## src/rtl/trap_sequencer.sv

```systemverilog
// ---------------------------------------------------------------------------
// trap_sequencer
//
// Purpose:
//   Sequences machine-mode trap entry and mret exit for an in-order pipeline.
//   A synchronous exception or an enabled, pending interrupt is accepted in
//   IDLE. The sequencer then stalls the front end until the pipeline drains,
//   emits a one-cycle commit strobe carrying the latched trap fields, and
//   emits a one-cycle PC redirect to the handler. An mret request produces a
//   one-cycle commit strobe plus a redirect to mepc and unmasks interrupts.
//
// Configuration macro:
//   TRAP_VECTORED_EN  - when defined, interrupts taken with mtvec[1:0]=2'b01
//                       jump to {mtvec[XLEN-1:2],2'b00} + 4*code. Exceptions
//                       always use the direct base. When undefined, every
//                       trap uses the direct base and mtvec[1:0] is ignored.
//
// Parameters:
//   XLEN       - data / PC width
//   CODE_BITS  - exception cause width (must hold the value 11)
//
// Ports:
//   clk, reset                     clock, asynchronous active-high reset
//   sync_exc_req/_code/_pc/_addr   synchronous exception request and info
//   current_pc                     resume PC recorded for interrupts
//   mret_req                       mret retire pulse
//   pipe_drained                   pipeline is empty
//   mie, mtie, meie, mtip, meip    CSR global enable / enables / pendings
//   mtvec, mepc                    trap vector base and return PC
//   pipe_hold                      stall fetch/issue while sequencing
//   activate_exception             one-cycle trap commit strobe
//   is_interrupt, exception_code,
//   exception_PC, exception_addr   trap fields, valid with the commit strobe
//   csr_mret_active                one-cycle mret commit strobe
//   redirect_valid, redirect_pc    one-cycle PC redirect
//   in_trap                        handler active, interrupts masked
// ---------------------------------------------------------------------------
module trap_sequencer #(
    parameter int XLEN      = 32,
    parameter int CODE_BITS = 4
) (
    input  logic                 clk,
    input  logic                 reset,
    input  logic                 sync_exc_req,
    input  logic [CODE_BITS-1:0] sync_exc_code,
    input  logic [XLEN-1:0]      sync_exc_pc,
    input  logic [XLEN-1:0]      sync_exc_addr,
    input  logic [XLEN-1:0]      current_pc,
    input  logic                 mret_req,
    input  logic                 pipe_drained,
    input  logic                 mie,
    input  logic                 mtie,
    input  logic                 meie,
    input  logic                 mtip,
    input  logic                 meip,
    input  logic [XLEN-1:0]      mtvec,
    input  logic [XLEN-1:0]      mepc,
    output logic                 pipe_hold,
    output logic                 activate_exception,
    output logic                 is_interrupt,
    output logic [CODE_BITS-1:0] exception_code,
    output logic [XLEN-1:0]      exception_PC,
    output logic [XLEN-1:0]      exception_addr,
    output logic                 csr_mret_active,
    output logic                 redirect_valid,
    output logic [XLEN-1:0]      redirect_pc,
    output logic                 in_trap
);

    localparam logic [CODE_BITS-1:0] CODE_EXT_INT   = CODE_BITS'(11);
    localparam logic [CODE_BITS-1:0] CODE_TIMER_INT = CODE_BITS'(7);

    typedef enum logic [2:0] {
        IDLE,
        DRAIN,
        COMMIT,
        REDIRECT,
        MRET
    } state_t;

    state_t state;
    state_t state_next;

    // Trap fields captured at acceptance and replayed during COMMIT.
    logic                 is_int_reg;
    logic [CODE_BITS-1:0] code_reg;
    logic [XLEN-1:0]      pc_reg;
    logic [XLEN-1:0]      addr_reg;
    logic                 in_trap_reg;

    // ------------------------------------------------------------------
    // Request arbitration (only acted upon in IDLE)
    // ------------------------------------------------------------------
    logic                 int_eligible;
    logic                 take_ext;
    logic                 take_timer;
    logic                 sel_trap;
    logic                 sel_is_int;
    logic [CODE_BITS-1:0] sel_code;
    logic [XLEN-1:0]      sel_pc;
    logic [XLEN-1:0]      sel_addr;

    // Interrupts are masked globally and while a handler is running;
    // synchronous exceptions are never masked.
    assign int_eligible = mie && !in_trap_reg;
    assign take_ext     = int_eligible && meip && meie;
    assign take_timer   = int_eligible && mtip && mtie;
    assign sel_trap     = sync_exc_req || take_ext || take_timer;

    always_comb begin
        sel_is_int = 1'b0;
        sel_code   = sync_exc_code;
        sel_pc     = sync_exc_pc;
        sel_addr   = sync_exc_addr;
        if (!sync_exc_req) begin
            if (take_ext) begin
                sel_is_int = 1'b1;
                sel_code   = CODE_EXT_INT;
                sel_pc     = current_pc;
                sel_addr   = '0;
            end else if (take_timer) begin
                sel_is_int = 1'b1;
                sel_code   = CODE_TIMER_INT;
                sel_pc     = current_pc;
                sel_addr   = '0;
            end
        end
    end

    // ------------------------------------------------------------------
    // Handler target
    // ------------------------------------------------------------------
    logic [XLEN-1:0] target_base;
    logic [XLEN-1:0] trap_target;

    assign target_base = {mtvec[XLEN-1:2], 2'b00};

`ifdef TRAP_VECTORED_EN
    logic [XLEN-1:0] vector_offset;

    // 4*code; the add is XLEN bits wide so a high base wraps naturally.
    assign vector_offset = XLEN'(code_reg) << 2;
    assign trap_target   = (is_int_reg && (mtvec[1:0] == 2'b01))
                         ? (target_base + vector_offset)
                         : target_base;
`else
    logic unused_mtvec_mode;

    assign unused_mtvec_mode = ^mtvec[1:0];
    assign trap_target       = target_base;
`endif

    // ------------------------------------------------------------------
    // State register
    // ------------------------------------------------------------------
    always_ff @(posedge clk or posedge reset) begin
        if (reset) begin
            state <= IDLE;
        end else begin
            state <= state_next;
        end
    end

    // ------------------------------------------------------------------
    // Next state and outputs. Outputs are decoded from state alone, so
    // every strobe lasts exactly one cycle and reset zeroes them at once.
    // ------------------------------------------------------------------
    always_comb begin
        state_next         = state;
        pipe_hold          = 1'b0;
        activate_exception = 1'b0;
        is_interrupt       = 1'b0;
        exception_code     = '0;
        exception_PC       = '0;
        exception_addr     = '0;
        csr_mret_active    = 1'b0;
        redirect_valid     = 1'b0;
        redirect_pc        = '0;

        case (state)
            IDLE: begin
                // A trap outranks mret, so a simultaneous mret is dropped.
                if (sel_trap) begin
                    state_next = DRAIN;
                end else if (mret_req) begin
                    state_next = MRET;
                end
            end
            DRAIN: begin
                pipe_hold = 1'b1;
                if (pipe_drained) begin
                    state_next = COMMIT;
                end
            end
            COMMIT: begin
                pipe_hold          = 1'b1;
                activate_exception = 1'b1;
                is_interrupt       = is_int_reg;
                exception_code     = code_reg;
                exception_PC       = pc_reg;
                exception_addr     = addr_reg;
                state_next         = REDIRECT;
            end
            REDIRECT: begin
                pipe_hold      = 1'b1;
                redirect_valid = 1'b1;
                redirect_pc    = trap_target;
                state_next     = IDLE;
            end
            MRET: begin
                pipe_hold       = 1'b1;
                csr_mret_active = 1'b1;
                redirect_valid  = 1'b1;
                redirect_pc     = mepc;
                state_next      = IDLE;
            end
            default: begin
                state_next = IDLE;
            end
        endcase
    end

    // ------------------------------------------------------------------
    // Trap field capture
    // ------------------------------------------------------------------
    always_ff @(posedge clk or posedge reset) begin
        if (reset) begin
            is_int_reg <= 1'b0;
            code_reg   <= '0;
            pc_reg     <= '0;
            addr_reg   <= '0;
        end else if ((state == IDLE) && sel_trap) begin
            is_int_reg <= sel_is_int;
            code_reg   <= sel_code;
            pc_reg     <= sel_pc;
            addr_reg   <= sel_addr;
        end
    end

    // ------------------------------------------------------------------
    // Handler-active flag: raised as the commit retires, dropped as mret
    // retires. It is visible from the REDIRECT cycle onward.
    // ------------------------------------------------------------------
    always_ff @(posedge clk or posedge reset) begin
        if (reset) begin
            in_trap_reg <= 1'b0;
        end else if (state == COMMIT) begin
            in_trap_reg <= 1'b1;
        end else if (state == MRET) begin
            in_trap_reg <= 1'b0;
        end
    end

    assign in_trap = in_trap_reg;

endmodule

```

## config.mk

```make
export PLATFORM = sky130hd
export DESIGN_NAME = trap_sequencer
export DESIGN_NICKNAME = d
export VERILOG_FILES = /design/src/rtl/trap_sequencer.sv
export SDC_FILE = /design/constraint.sdc
export NUM_CORES = 1
export LEC_CHECK = 0
export ABC_CLOCK_PERIOD_IN_PS = 1900
export CAP_MARGIN = 20
export CORE_UTILIZATION = 33
export CTS_CLUSTER_DIAMETER = 30
export DETAILED_ROUTE_END_ITERATION = 16
export PLACE_DENSITY_LB_ADDON = 0.1
export SLEW_MARGIN = 0
export SYNTH_ARGS = -nofsm -noshare
export SYNTH_HDL_FRONTEND = slang
export SYNTH_SLANG_ARGS = --single-unit
export TNS_END_PERCENT = 10
```

## constraint.sdc

```tcl
create_clock -name clk -period 1.9 [get_ports clk]
set_clock_uncertainty 0.05 [all_clocks]
set_input_delay 0.19 -clock clk [delete_from_list [all_inputs] [get_ports clk]]
set_output_delay 0.19 -clock clk [all_outputs]
set_load 0.005 [all_outputs]
```

---- Word level (Yosys, flattened, before mapping) ----
Cells that the tools add are included.
word-level totals
  output and inout bits ................... 106
  register bits after elaboration ......... 73
  word-level logic and storage cells ...... 53
operators by class
  reductions and logical operators ........ 14
  eq/ne operators ......................... 6
  mux-type cells .......................... 27
operator list
  operator            number
  $mux 32             8
  $pmux 32 s2         1
  $mux 4              4
  $mux 1              10
  $mux 3              3
  $pmux 3 s3          1
  $eq 3x2->1 const B  2
  $logic_and 1x1->1   6
  $reduce_or 4->1     1
  $eq 3x1->1 const B  1
  $eq 3x3->1 const B  1
  $logic_not 3->1     1
  $ne 3x3->1 const B  1
  $logic_or 1x1->1    2
  $ne 2x2->1 const B  1
  $reduce_and 2->1    1
  $reduce_bool 2->1   1
  $reduce_or 2->1     1
  $logic_not 1->1     1

---- Depth between registers and ports, before layout ----
Gate-level depths: netlist (run 1).
  word-level depth ........................ 8
  gate-level depth with buffers ........... 7
  depth with buffers taken out ............ 4

---- Least setup slack after synthesis (run 1) ----
Ideal clock, no wire load.
  path kind ............................... register to register
  start ................................... register in_trap_reg (netlist: in_trap)
  end ..................................... register pc_reg[10]
  path buffers ............................ 2
  path slack .............................. 0.081 ns
  arrival ................................. 1.644 ns
  cell stages (with the launch flop) ...... 7
  cells stage by stage .................... dfrtp_1 -> nor3b_2 -> and2_4 -> buf_6 -> buf_6 -> mux2_4 -> mux2_2
on the way
  longest elaborated chain between the ends .. 7
ends and longest elaborated chain
  element                                                   line      RTL
  from (decl)                                               89        logic in_trap_reg;
  from (signal assigned)                                    246       in_trap_reg <= 1'b0;
  from (signal assigned)                                    248       in_trap_reg <= 1'b1;
  from (signal assigned)                                    250       in_trap_reg <= 1'b0;
  $logic_not 1->1 (*)                                       105       assign int_eligible = mie && !in_trap_reg;
  $logic_and 1x1->1 (*)                                     105
  $logic_and 1x1->1, on equally long branches (2 in a row)  107, 106
  $mux 32 or $logic_or 1x1->1 (tied branches)               121, 108
  $mux 32 or $logic_or 1x1->1 (tied branches)               116, 108
  $mux 32 or $logic_and 1x1->1 (tied branches)              115, 232
  to (signal assigned)                                      235       pc_reg <= sel_pc;
  to (decl)                                                 87        logic [XLEN-1:0] pc_reg;
Mark *: on every way between the ends. The rest lies on a longest branch, timed or not.
A chain may end at the register's enable or synchronous reset.

---- Worst setup path in the final report (run 1) ----
  start ................................... register state[2]
  end ..................................... output redirect_pc[22]
on the way
  longest elaborated chain between the ends .. 2
ends and longest elaborated chain
  element                                   line  RTL
  from (decl)                               81    state_t state;
  from (signal assigned)                    160   state <= state_next;
  $eq 3x3->1 or $eq 3x2->1 (tied branches)  180   case (state)
  $pmux 32 s2 (*)                           180
  to (decl)                                 66    output logic [XLEN-1:0] redirect_pc,
Marks and branches as above.

==> results.ini, run 1 <==
[power]
ir_worst_vdd_mv=0.5982
p_total_mw=8.471
power.density_nw_per_um2=1113
leakage_nw=3.535

[clocking]
path_clk_slew_ns=0.06
htree_num_levels=3
cts_buffers=9
clk_latency_ns=0.33
clk_path_buf_depth=2
cts_tree=done
hold_buffers=0
clock_sinks=73
root_buffer=clkbuf_16

[flow_run]
cap_viol_max_count=0

[drt]
drc=0
wl_per_cell_um=17.27
viasPerCell=4.821
drt_first_pass_iters=4
antenna_left=0
postRouteWirelength_um=14060
drtIter0Drc=206
via_count=3924

[synthesis]
ys_top_cells_by_area=dfrtp_1 44%, and2_1 11%, mux2_4 11%
yosysSeqAreaShare_pct=44.22
synthCells=340
synthAdderAreaFrac_pct=0
synth.cell_area_um2=4131
synth_xor_area_share_pct=0.2120
synth_warnings=0
synthSimpleGateAreaFrac_pct=13.51
yosys_register_bits=73
ys_types=28
synth_top_family_by_area=multiplexers
synth_compound_area_share_pct=15.84
syn_nets=514
synth_top_area_cell=dfrtp_1
syn_avg_cell_area_um2=12.15
synth.mux.area_fraction_pct=20.90
synth_top_area_share_pct=44.22

[timing]
tightest_slew_ns=0.4009
setup_viol=33
period_needed_ns=1.981
max_freq_mhz=504.9
worst_slack_ns=-0.08074
relSlewSlack_pct=73.27
hold_viol_final=0
fin_crit_sh_pct=104.2
rsz0062_at_grt=yes
maxSlewViolCount=0

[worst_setup_path]
worstReg2RegStart=state[2]
worst_ep_required_time_ns=1.66
regToRegEndpoint=addr_reg[19]
cp_max_fo=8
endpoint=redirect_pc[22]
r2r_cells=9
cp-start-kind=flop
worstPathArrival_ns=1.74
cp-startpoint=state[2]
crit_type=reg -> out
endpoint_kind=primary output
reg2reg_slack_ns=0.06

[floorplan]
start_util_pct=34.11
rows=40
core_area_um2=12110
die_area_um2=12970
fp.dieW_um=113.9
die_h_um=113.9
ios=280

[final_layout]
drive_gt1_share_pct=37.93
final_nets=815
area_growth_pct=84.28
final_common_cell=clkdlybuf4s50_1
n_antenna_cell=0
mostFrequentLayoutCells=172 x clkdlybuf4s50_1, 70 x dfrtp_1, 50 x and2_1, 42 x buf_2

[global_route]
grtUsageMet2_pct=34.47
overflow=0
track_usage_pct=20.53
antenna_found_initial=0
grt_util_met1_pct=26.00
grt_pass1_wl_um=20600
busiest_layer=met2
grt_pass1_vias=3858
met3_usage_pct=5.845
grt_max_degree=74

[run_status]
status=complete, but fails checks
violations=setup timing

[worst_hold_path]
worst_hold_path_type=in -> async

[placement]
io_buffers=277
place_hpwl_um=9670
gp_congestion=0.7709
dpl_worst_slack_ns=-0.1824

## critical path: stages, from the launching register on
cell     delay, ns
dfrtp_2       0.43
buf_6         0.12
buf_6         0.10
and2_4        0.18
buf_12        0.15
buf_6         0.11
a22o_1        0.19
buf_2         0.13
## how the worst min path moves through the flow
stage,start,to,slack (ns),cells past startpoint
after floorplan,mret_req,state[2],0.29,1
after global placement,addr_reg[5],addr_reg[5],0.42,1
after detailed placement,code_reg[2],code_reg[2],0.42,1
after CTS,reset,pc_reg[11],0.28,3
after global routing,reset,pc_reg[11],0.32,3
final,reset,pc_reg[11],0.26,3
## report_power, final
group	leakage, nW	internal, mW	switching, mW
clock	0.146	1.04	0.722
sequential	0.881	2.30	0.375
combinational	2.51	2.50	1.53
total	3.54	5.85	2.63
## through the flow
stage	instances	area, um^2	setup TNS (ns)	utilization [%]	hold slack [ns]
finish	814	7614	-0.6899	62.86	0.2630
global route	814	7614	-3.997	62.86	0.3183
CTS	808	7525	-3.658	62.13	0.2832
detailed placement	776	7216	-7.816	59.58	0.4230
global placement	776	7216	-5.809	59.58	0.4163
floorplan	340	4135	0	-	0.2932
## metal layers
metal	wire length (um)	part of all wire, %
met5	0	0
met4	136	0.97
met3	1126	8.0
met2	6938	49
met1	5854	42
## cells by family after synthesis
kind of cell	Yosys count
buffers and inverters	42
XOR/XNOR	1
AO/OA/AOI/OAI	71
AND/OR/NAND/NOR	86
multiplexers	67
flip-flops	73
## what timing repair did
| action | CTS | global route |
|---|---|---|
| cloned | 3 | 5 |
| resized for setup | 262 | 137 |
| endpoints found under the setup margin | 105 | 105 |
| setup buffers | 13 | 4 |
| pin swaps | 13 | 22 |
## area by class of cell
class,instances,area [um^2]
inverter,7,30.03
clock inverter,7,85.08
multi-input combinational,225,2171
timing repair buffer,325,3062
fill,1020,4498
tap,168,210.2
clock buffer,9,225.2
sequential,73,1831
## synth_stat cells, drive strengths merged
cell type   n
nor3        1
buf        17
or2         1
a21oi       1
and3b       1
o21a        1
and2       71
a31oi       1
nor2        3
a211oi      1
a32oi       3
and3        3
dfrtp      73
nand3b      1
a22o       31
nand3       1
inv         7
xnor2       1
mux2       67
nor3b       2
a32o       33
nand2b      2
clkbuf     18
Note: power is estimated with default switching activity, not from simulation.
==> run 2, diff against run 1 <==
CORE_ASPECT_RATIO = 1.75   (was unset)
CTS_CLUSTER_SIZE = 8   (was unset)
==> run 2 against run 1 <==
The flow still finishes with violations (setup timing). Hold slack better by 0.017 ns. Combinational power down 3%. Clock-buffer cell count up 1. Sequential power about the same. Critical path type unchanged. Largest cell class unchanged.
==> results.ini, run 2 (synthesis results as in run 1) <==
[run_status]
status=complete, but fails checks
violations=setup timing

[timing]
relSlewSlack_pct=73.93
tightest_slew_ns=0.3910
setup_tns_ns=-1.399
setup_viol=24
rsz0062_at_grt=yes
period_needed_ns=1.981
hold_viol_final=0
fin_crit_sh_pct=104.3
maxSlewViolCount=0
max_freq_mhz=504.8
worst_slack_ns=-0.08089
whs_ns=0.2803

[power]
ir_worst_vdd_mv=0.6379
power.density_nw_per_um2=1116
leakage_nw=3.382

[drt]
drt_first_pass_iters=4
via_count=3943
drc=0
antenna_left=0
wl_per_cell_um=17.98
viasPerCell=4.904
drtIter0Drc=146
postRouteWirelength_um=14460

[flow_run]
cap_viol_max_count=0

[clocking]
clock_sinks=73
root_buffer=clkbuf_16
cts_tree=done
cts_buffers=9
clk_path_buf_depth=2
path_clk_slew_ns=0.06
clk_latency_ns=0.32
hold_buffers=0
htree_num_levels=3

[worst_setup_path]
cpMaxStageDelayCell=dfrtp_2
cp-start-kind=flop
crit_path_cell_trace=nor3b_4 > buf_12 > bufbuf_16 > and2_1 > clkdlybuf4s15_1
worstPathArrival_ns=1.74
crit_type=reg -> out
worst_ep_required_time_ns=1.66
slowest_delay_ns=0.43
cp_max_fo=9
endpoint_kind=primary output

[floorplan]
core_area_um2=12140
start_util_pct=34.04
rows=53
die_area_um2=12990
fp.dieW_um=86.58
die_h_um=150.0
ios=280

[global_route]
grt_pass1_wl_um=21560
overflow=0
grt_pass1_vias=4150
track_usage_pct=21.97
antenna_found_initial=1
grt_max_degree=74

[final_layout]
final_nets=808
final_cell_count_no_fill=804
area_growth_pct=81.68
mostFrequentLayoutCells=172 x clkdlybuf4s50_1, 71 x dfrtp_1, 56 x and2_1, 42 x clkbuf_2, 33 x a32o_1
post-route-util_pct=61.85
final_common_cell=clkdlybuf4s50_1
drive_gt1_share_pct=36.99

[placement]
dp.cells=775
io_buffers=277
gp_congestion=0.7807
place_hpwl_um=10510

[worst_hold_path]
worst_hold_path_type=in -> async

-- run 2: cell count changes in the layout (fill, tap and decap cells not counted), moves of 4 or more --
| cell | before | now |
|---|---|---|
| buf_6 | 27 | 9 |
| clkdlybuf4s15_2 | 1 | 18 |
| clkbuf_2 | 26 | 42 |
| buf_2 | 42 | 27 |
| dlygate4sd2_1 | 17 | 6 |
| and2_1 | 50 | 56 |
| and2_4 | 21 | 15 |
| mux2_1 | 2 | 6 |
| mux2_4 | 33 | 29 |
-- run 2: critical path, delay by kind of cell, from the launching register on --
kind | cells | cell delay (ns)
buf+inv | 3 | 0.60
simple gates | 2 | 0.38
flops | 1 | 0.43
-- run 2: timing repair --
item / CTS / global route
pin swaps: 6 / 24
cloned: 3 / 1
gates resized for setup: 243 / 123
buffers inserted: 4 / 6
endpoints found under the hold margin: 0 / 0
setup endpoints to repair: 105 / 98
-- run 2: stage by stage --
stage	instance area [um^2]	setup WS, ns	total power [mW]
after floorplan	4135	0.08082	4.501
after global placement	7239	-0.1812	6.404
after detailed placement	7239	-0.1719	6.528
after CTS	7715	-0.3080	8.428
after global routing	7506	-0.1663	8.878
final	7506	-0.08089	8.376
-- run 2: report_power, final --
part	internal, mW	switching (mW)
registers	2.30	0.367
clock network	1.17	0.634
logic	2.38	1.52
total	5.86	2.52
-- run 2: path summary, 6_finish.rpt --
kind | from | endpoint | slack [ns] | cells after the start
max | state[0] | exception_addr[18] | -0.08 | 5
min | reset | addr_reg[29] | 0.28 | 3
max reg2reg | state[1] | addr_reg[31] | 0.11 | 8
min reg2reg | is_int_reg | is_int_reg | 0.43 | 1
max in group asynchronous | reset | state[2] | 1.20 | 3
min in group clk | mret_req | state[2] | 0.39 | 2
-- run 2: final cells by class --
type	instances	area, um^2
Antenna cell	1	2.502
Clock buffer	10	239.0
Clock inverter	5	80.08
Fill cell	1036	4629
Inverter	7	30.03
Multi-Input combinational cell	225	2142
Sequential cell	73	1829
Tap cell	165	206.4
Timing Repair Buffer	318	2977
-- run 2: routing by layer --
metal / track usage [%] / share of wire, % / vias up
li1: - / - / 1833
met1: 23.11 / 35 / 1900
met2: 39.80 / 54 / 184
met3: 6.012 / 7.9 / 26
met4: 10.33 / 3.1 / 0
met5: 0 / 0 / -
